<file path="src/rtl/moving_average_filter.sv">
// Moving-average filter over a power-of-two sample window, with raw-sample bypass
// and a multi-cycle flush that zeroes the window history one entry per cycle.
module moving_average_filter #(
  parameter int unsigned DATA_W     = 32,
  parameter int unsigned LOG2_DEPTH = 4,
  parameter bit          SIGNED     = 1'b0
) (
  input  logic              clk,
  input  logic              rst,
  input  logic              in_valid,
  input  logic [DATA_W-1:0] in_data,
  output logic              in_ready,
  input  logic              bypass,
  input  logic              flush,
  output logic              out_valid,
  output logic [DATA_W-1:0] out_data,
  output logic              window_full
);

  localparam int unsigned DEPTH = 2 ** LOG2_DEPTH;
  localparam int unsigned SUM_W = DATA_W + LOG2_DEPTH;

  localparam logic [LOG2_DEPTH:0]   FillLast  = (LOG2_DEPTH + 1)'(DEPTH - 1);
  localparam logic [LOG2_DEPTH-1:0] FlushLast = LOG2_DEPTH'(DEPTH - 1);

  typedef enum logic [1:0] {StFill, StRun, StFlush} state_e;

  state_e                state_q, state_d;
  logic [DATA_W-1:0]     window_q [DEPTH];
  logic [LOG2_DEPTH-1:0] ptr_q, ptr_d;
  logic [LOG2_DEPTH-1:0] flush_cnt_q, flush_cnt_d;
  logic [LOG2_DEPTH:0]   fill_q, fill_d;
  logic [SUM_W-1:0]      sum_q, sum_d;
  logic                  full_q, full_d;
  logic                  out_valid_q, out_valid_d;
  logic [DATA_W-1:0]     out_data_q, out_data_d;

  logic [SUM_W-1:0]  in_ext, old_ext, sum_upd;
  logic [DATA_W-1:0] avg;
  logic              accept, fill_done;

  assign in_ready  = (state_q != StFlush) && !flush;
  assign accept    = in_valid && in_ready;
  assign fill_done = (state_q == StFill) && (fill_q == FillLast);

  assign in_ext  = {{LOG2_DEPTH{SIGNED & in_data[DATA_W-1]}}, in_data};
  assign old_ext = {{LOG2_DEPTH{SIGNED & window_q[ptr_q][DATA_W-1]}}, window_q[ptr_q]};
  assign sum_upd = sum_q - old_ext + in_ext;

  // After truncation to DATA_W, arithmetic and logical shifts agree: the kept
  // bits are exactly the upper DATA_W bits of the (sign-extended) sum.
  assign avg = sum_upd[SUM_W-1:LOG2_DEPTH];

  always_comb begin
    state_d     = state_q;
    ptr_d       = ptr_q;
    flush_cnt_d = flush_cnt_q;
    fill_d      = fill_q;
    sum_d       = sum_q;
    full_d      = full_q;
    out_valid_d = 1'b0;
    out_data_d  = out_data_q;

    if (accept) begin
      sum_d = sum_upd;
      ptr_d = ptr_q + 1'b1;
      if (bypass) begin
        out_valid_d = 1'b1;
        out_data_d  = in_data;
      end else if (state_q == StRun || fill_done) begin
        out_valid_d = 1'b1;
        out_data_d  = avg;
      end
    end

    unique case (state_q)
      StFill: begin
        if (flush) begin
          state_d     = StFlush;
          flush_cnt_d = '0;
        end else if (accept) begin
          fill_d = fill_q + 1'b1;
          if (fill_done) begin
            state_d = StRun;
            full_d  = 1'b1;
          end
        end
      end
      StRun: begin
        if (flush) begin
          state_d     = StFlush;
          flush_cnt_d = '0;
        end
      end
      StFlush: begin
        flush_cnt_d = flush_cnt_q + 1'b1;
        if (flush_cnt_q == FlushLast) begin
          state_d = StFill;
          sum_d   = '0;
          ptr_d   = '0;
          fill_d  = '0;
          full_d  = 1'b0;
        end
      end
      default: state_d = StFill;
    endcase
  end

  always_ff @(posedge clk or posedge rst) begin
    if (rst) begin
      state_q     <= StFill;
      ptr_q       <= '0;
      flush_cnt_q <= '0;
      fill_q      <= '0;
      sum_q       <= '0;
      full_q      <= 1'b0;
      out_valid_q <= 1'b0;
      out_data_q  <= '0;
    end else begin
      state_q     <= state_d;
      ptr_q       <= ptr_d;
      flush_cnt_q <= flush_cnt_d;
      fill_q      <= fill_d;
      sum_q       <= sum_d;
      full_q      <= full_d;
      out_valid_q <= out_valid_d;
      out_data_q  <= out_data_d;
    end
  end

  // Window storage: flush zeroes one slot per cycle, otherwise accepted samples overwrite.
  always_ff @(posedge clk or posedge rst) begin
    if (rst) begin
      for (int i = 0; i < DEPTH; i++) begin
        window_q[i] <= '0;
      end
    end else if (state_q == StFlush) begin
      window_q[flush_cnt_q] <= '0;
    end else if (accept) begin
      window_q[ptr_q] <= in_data;
    end
  end

  assign out_valid   = out_valid_q;
  assign out_data    = out_data_q;
  assign window_full = full_q;

endmodule

</file>
<file path="config.mk">
export PLATFORM = sky130hd
export DESIGN_NAME = moving_average_filter
export DESIGN_NICKNAME = d
export VERILOG_FILES = /design/src/rtl/moving_average_filter.sv
export SDC_FILE = /design/constraint.sdc
export NUM_CORES = 1
export LEC_CHECK = 0
export BUFFER_PORTS_ARGS = -buffer_cell sky130_fd_sc_hd__buf_4
export CORE_ASPECT_RATIO = 0.6
export CORE_MARGIN = 2
export CORE_UTILIZATION = 55
export CTS_BUF_LIST = sky130_fd_sc_hd__clkbuf_16
export CTS_CLUSTER_SIZE = 28
export DETAILED_ROUTE_END_ITERATION = 8
export PLACE_DENSITY_LB_ADDON = 0.12
export REMOVE_ABC_BUFFERS = 1
export SETUP_SLACK_MARGIN = 0.2
export SYNTH_ARGS = -nofsm -noshare
export SYNTH_HDL_FRONTEND = slang
export SYNTH_SLANG_ARGS = --single-unit
export TNS_END_PERCENT = 1
</file>
<file path="constraint.sdc">
create_clock -name clk -period 18.3 [get_ports clk]
set_clock_uncertainty 0.2 [all_clocks]
set_input_delay 2.745 -clock clk [delete_from_list [all_inputs] [get_ports clk]]
set_output_delay 2.745 -clock clk [all_outputs]
set_load 0.01 [all_outputs]
</file>
==> results.sh <==
export IMPL_outcome="completed"
export IMPL_cts_sinks=597
export IMPL_fp_row_count=65
export IMPL_synth_compound_area_share_pct=19.8
export IMPL_ys_types=54
export IMPL_vias=21200
export IMPL_ant_nets=0
export IMPL_io_pins=72
export IMPL_place_ws_ns=11.90
export IMPL_syn_inst=2365
export IMPL_critPathSlowestCell="dfrtp_4"
export IMPL_cp_cell_sequence="buf_12 > mux4_2 > mux4_2 > fa_1 > inv_1 > ha_1 > nand4_1 > or4_1 > a31oi_1 > a211oi_1 > o31ai_1 > xnor2_1 > o21ai_0 > o21a_1"
export IMPL_startpoint="ptr_q[0]"
export IMPL_seq_area_frac_synth_pct=51.6
export IMPL_cts_tree="yes"
export IMPL_end_kind="register"
export IMPL_p_total_mw=5.21
export IMPL_fin_hold_ws_ns=0.274
export IMPL_layout_nets=2411
export IMPL_stdcell_count=3046
export IMPL_dieArea_mm2=0.0546
export IMPL_period_needed_ns=6.22
export IMPL_overflow=0
export IMPL_required_ns=18.61
export IMPL_clockBufferDepth=3
export IMPL_drt_iter0_drc=2653
export IMPL_crit_top_cell="mux4_2"
export IMPL_yosysWarnings=0
export IMPL_maxCapViolCount=0
export IMPL_worst_hold_path_type="register to register"
export IMPL_io_buffers=71
export IMPL_cts_made_buffers=55
export IMPL_synthSimpleGateAreaFrac_pct=5.54
export IMPL_critPathBufInv=2
export IMPL_crit_type="register to register"
export IMPL_synth_common_cells="dfrtp_1, a22o_1, clkbuf_1"
export IMPL_r2r_start="ptr_q[0]"
export IMPL_rsz0062_at_grt="false"
export IMPL_syn_avg_cell_area_um2=12.2
export IMPL_slew_violations=0
export IMPL_synth_top_cell_area_share_pct=51.6
export IMPL_cts_root_buf="clkbuf_16"
export IMPL_synth_edf_count=0
export IMPL_routabilityCongestion=0.976
export IMPL_synth_top_family_by_area="compound AO/OA/AOI/OAI gates"
export IMPL_power_density_mw_per_mm2=163
export IMPL_worstMarginPinSlew_ns=1.16
export IMPL_post_dp_hpwl_mm=54.5
export IMPL_grt_pass1_vias=21300
export IMPL_drtPass1Iterations=5
export IMPL_placedCellCount=2942
export IMPL_fin_area_mm2=0.0320
export IMPL_yosysTopAreaCell="dfrtp_1"
export IMPL_critPathArrivalTime_ns=6.53
export IMPL_viasPerCell=6.96
export IMPL_fmax_mhz=161
export IMPL_ir_worst_vdd_v=0.0000929
export IMPL_post_dp_cell_area_mm2=0.0302
export IMPL_holdBufCountCts=0
export IMPL_final_setup_tns_ns=0
export IMPL_synth_adder_area_share_pct=4.20
export IMPL_cts_setup_buffers=0
export IMPL_maxSlewHeadroom_pct=22.5
export IMPL_wl_per_cell_um=31.4
export IMPL_die_y_um=182
export IMPL_drive_above_1_share_pct=17.5
export IMPL_syn_cell_area_mm2=0.0290
export IMPL_hold_path_startpoint="fill_q[4]"
export IMPL_cp_start_kind="register"
export IMPL_grt_pass1_wl_mm=143
export IMPL_muxShareOfSynthArea_pct=12.9
export IMPL_area_growth_pct=10.4
export IMPL_crit_path_max_fanout=88
export IMPL_p_leak_nw=14.8
export IMPL_antenna_found_initial=2
export IMPL_setup_viol=0
export IMPL_hold_viol=0
export IMPL_grt_max_degree=128
export IMPL_die_width_um=300
export IMPL_crit_family="multiplexers"
export IMPL_clkSlewWorstSetupHoldPaths_ns=0.07
export IMPL_grt_usage_pct=35.7
export IMPL_multiInputGateArea_mm2=0.0129
export IMPL_critical_path_max_stage_delay_ns=1.01
export IMPL_fin_ws_ns=12.08
export IMPL_synth_xor_area_share_pct=0.877
export IMPL_synth_most_common_cell="dfrtp_1"
export IMPL_synth_area_leaders="dfrtp_1, a22o_1, mux4_2"
export IMPL_core_mm2=0.0523
export IMPL_htreeDepth=2
export IMPL_final_util_pct=61.1
export IMPL_cts_resized=0
export IMPL_routed_wl_mm=95.7
export IMPL_initial_utilization_pct=55.4
export IMPL_ys_ff_latch=597
export IMPL_final_period_utilization_pct=34.0
export IMPL_ys_flop_type="dfrtp_1"
export IMPL_regArea_mm2=0.0149
export IMPL_worstSkewPairLatency_ns=0.64
export IMPL_drc=0
export IMPL_async_flop_share_pct=100
export IMPL_fill_cells=4096
cell families (layout without fill, tap and decap cells):
| group | after synthesis | count (layout) |
|---|---|---|
| multiplexers | 174 | 174 |
| XOR/XNOR | 29 | 29 |
| AO/OA/AOI/OAI | 737 | 737 |
| AND/OR/NAND/NOR | 363 | 363 |
| adder cells (fa/ha/maj) | 78 | 78 |
| flip-flops | 597 | 597 |
| other | 0 | 1 |
| buffers and inverters | 387 | 364 |
layer usage:
| layer | up-vias | track usage [%] | share of wire [%] | routed length, um |
|---|---|---|---|---|
| met3 | 193 | 10.1 | 12 | 11100 |
| met5 | - | 0.265 | 0.015 | 14 |
| met2 | 1326 | 51.0 | 43 | 41300 |
| li1 | 8627 | - | - | - |
| met1 | 11100 | 53.3 | 42 | 40500 |
| met4 | 2 | 11.2 | 3.0 | 2850 |
worst reg2reg max path, cell delays in order (launching register included):
cell,delay [ns]
dfrtp_4,1.01
buf_12,0.55
mux4_2,0.80
mux4_2,0.54
fa_1,0.52
inv_1,0.05
ha_1,0.46
nand4_1,0.17
or4_1,0.53
a31oi_1,0.38
a211oi_1,0.17
o31ai_1,0.32
xnor2_1,0.17
o21ai_0,0.10
o21a_1,0.12
area by class of cell:
cell class | instances | share of cell area, %
flip-flops and latches | 597 | 46.8
multi-input cells | 1381 | 40.4
clock buffers | 55 | 4.31
repair buffers | 121 | 2.88
well taps | 703 | 2.75
inverters | 140 | 1.67
clock inverters | 48 | 1.19
diodes | 1 | 0.00783
cell usage in the layout, fill, tap and decap left out, types with 5 or more instances in the layout:
cell / n
nor2b_1: 5
and3_1: 8
buf_4: 120
a21o_1: 23
xnor2_1: 21
fa_1: 32
clkinv_2: 11
a22o_1: 480
nor2_1: 57
a21oi_1: 75
nor2_4: 12
a211oi_1: 10
mux2i_1: 13
o21ai_0: 73
a31oi_4: 15
xor2_1: 8
nand2_1: 181
o21a_1: 8
o21ai_1: 7
nand3_1: 24
mux4_2: 160
nand4_1: 15
nor3_1: 22
nand2b_1: 9
ha_1: 46
dfrtp_1: 593
clkinv_1: 12
clkbuf_16: 55
inv_1: 153
a31oi_1: 13
o31ai_1: 7
o21bai_1: 10
bufinv_16: 5
final timing paths:
path	slack (ns)	cells after the start	end
setup / recovery	12.08	14	out_data[30]
hold / removal	0.27	2	fill_q[4]
setup reg to reg	12.08	14	out_data[30]
hold reg to reg	0.27	2	fill_q[4]
max in group asynchronous	12.75	5	window_q[341]
min in group asynchronous	2.07	2	window_q[164]
sequential cells by signal (all words and copies together) (netlist names):
name / flops
out_data: 32
window_q: 512
sum_q: 36
flush_cnt_q: 4
window_full: 1
out_valid: 1
ptr_q: 4
state_q: 2
fill_q: 5
power by group:
group / switching [mW] / internal (mW)
logic: 1.44 / 0.916
registers: 0.181 / 1.51
clock network: 0.535 / 0.619
No activity file was read; power rests on OpenSTA's default activity.
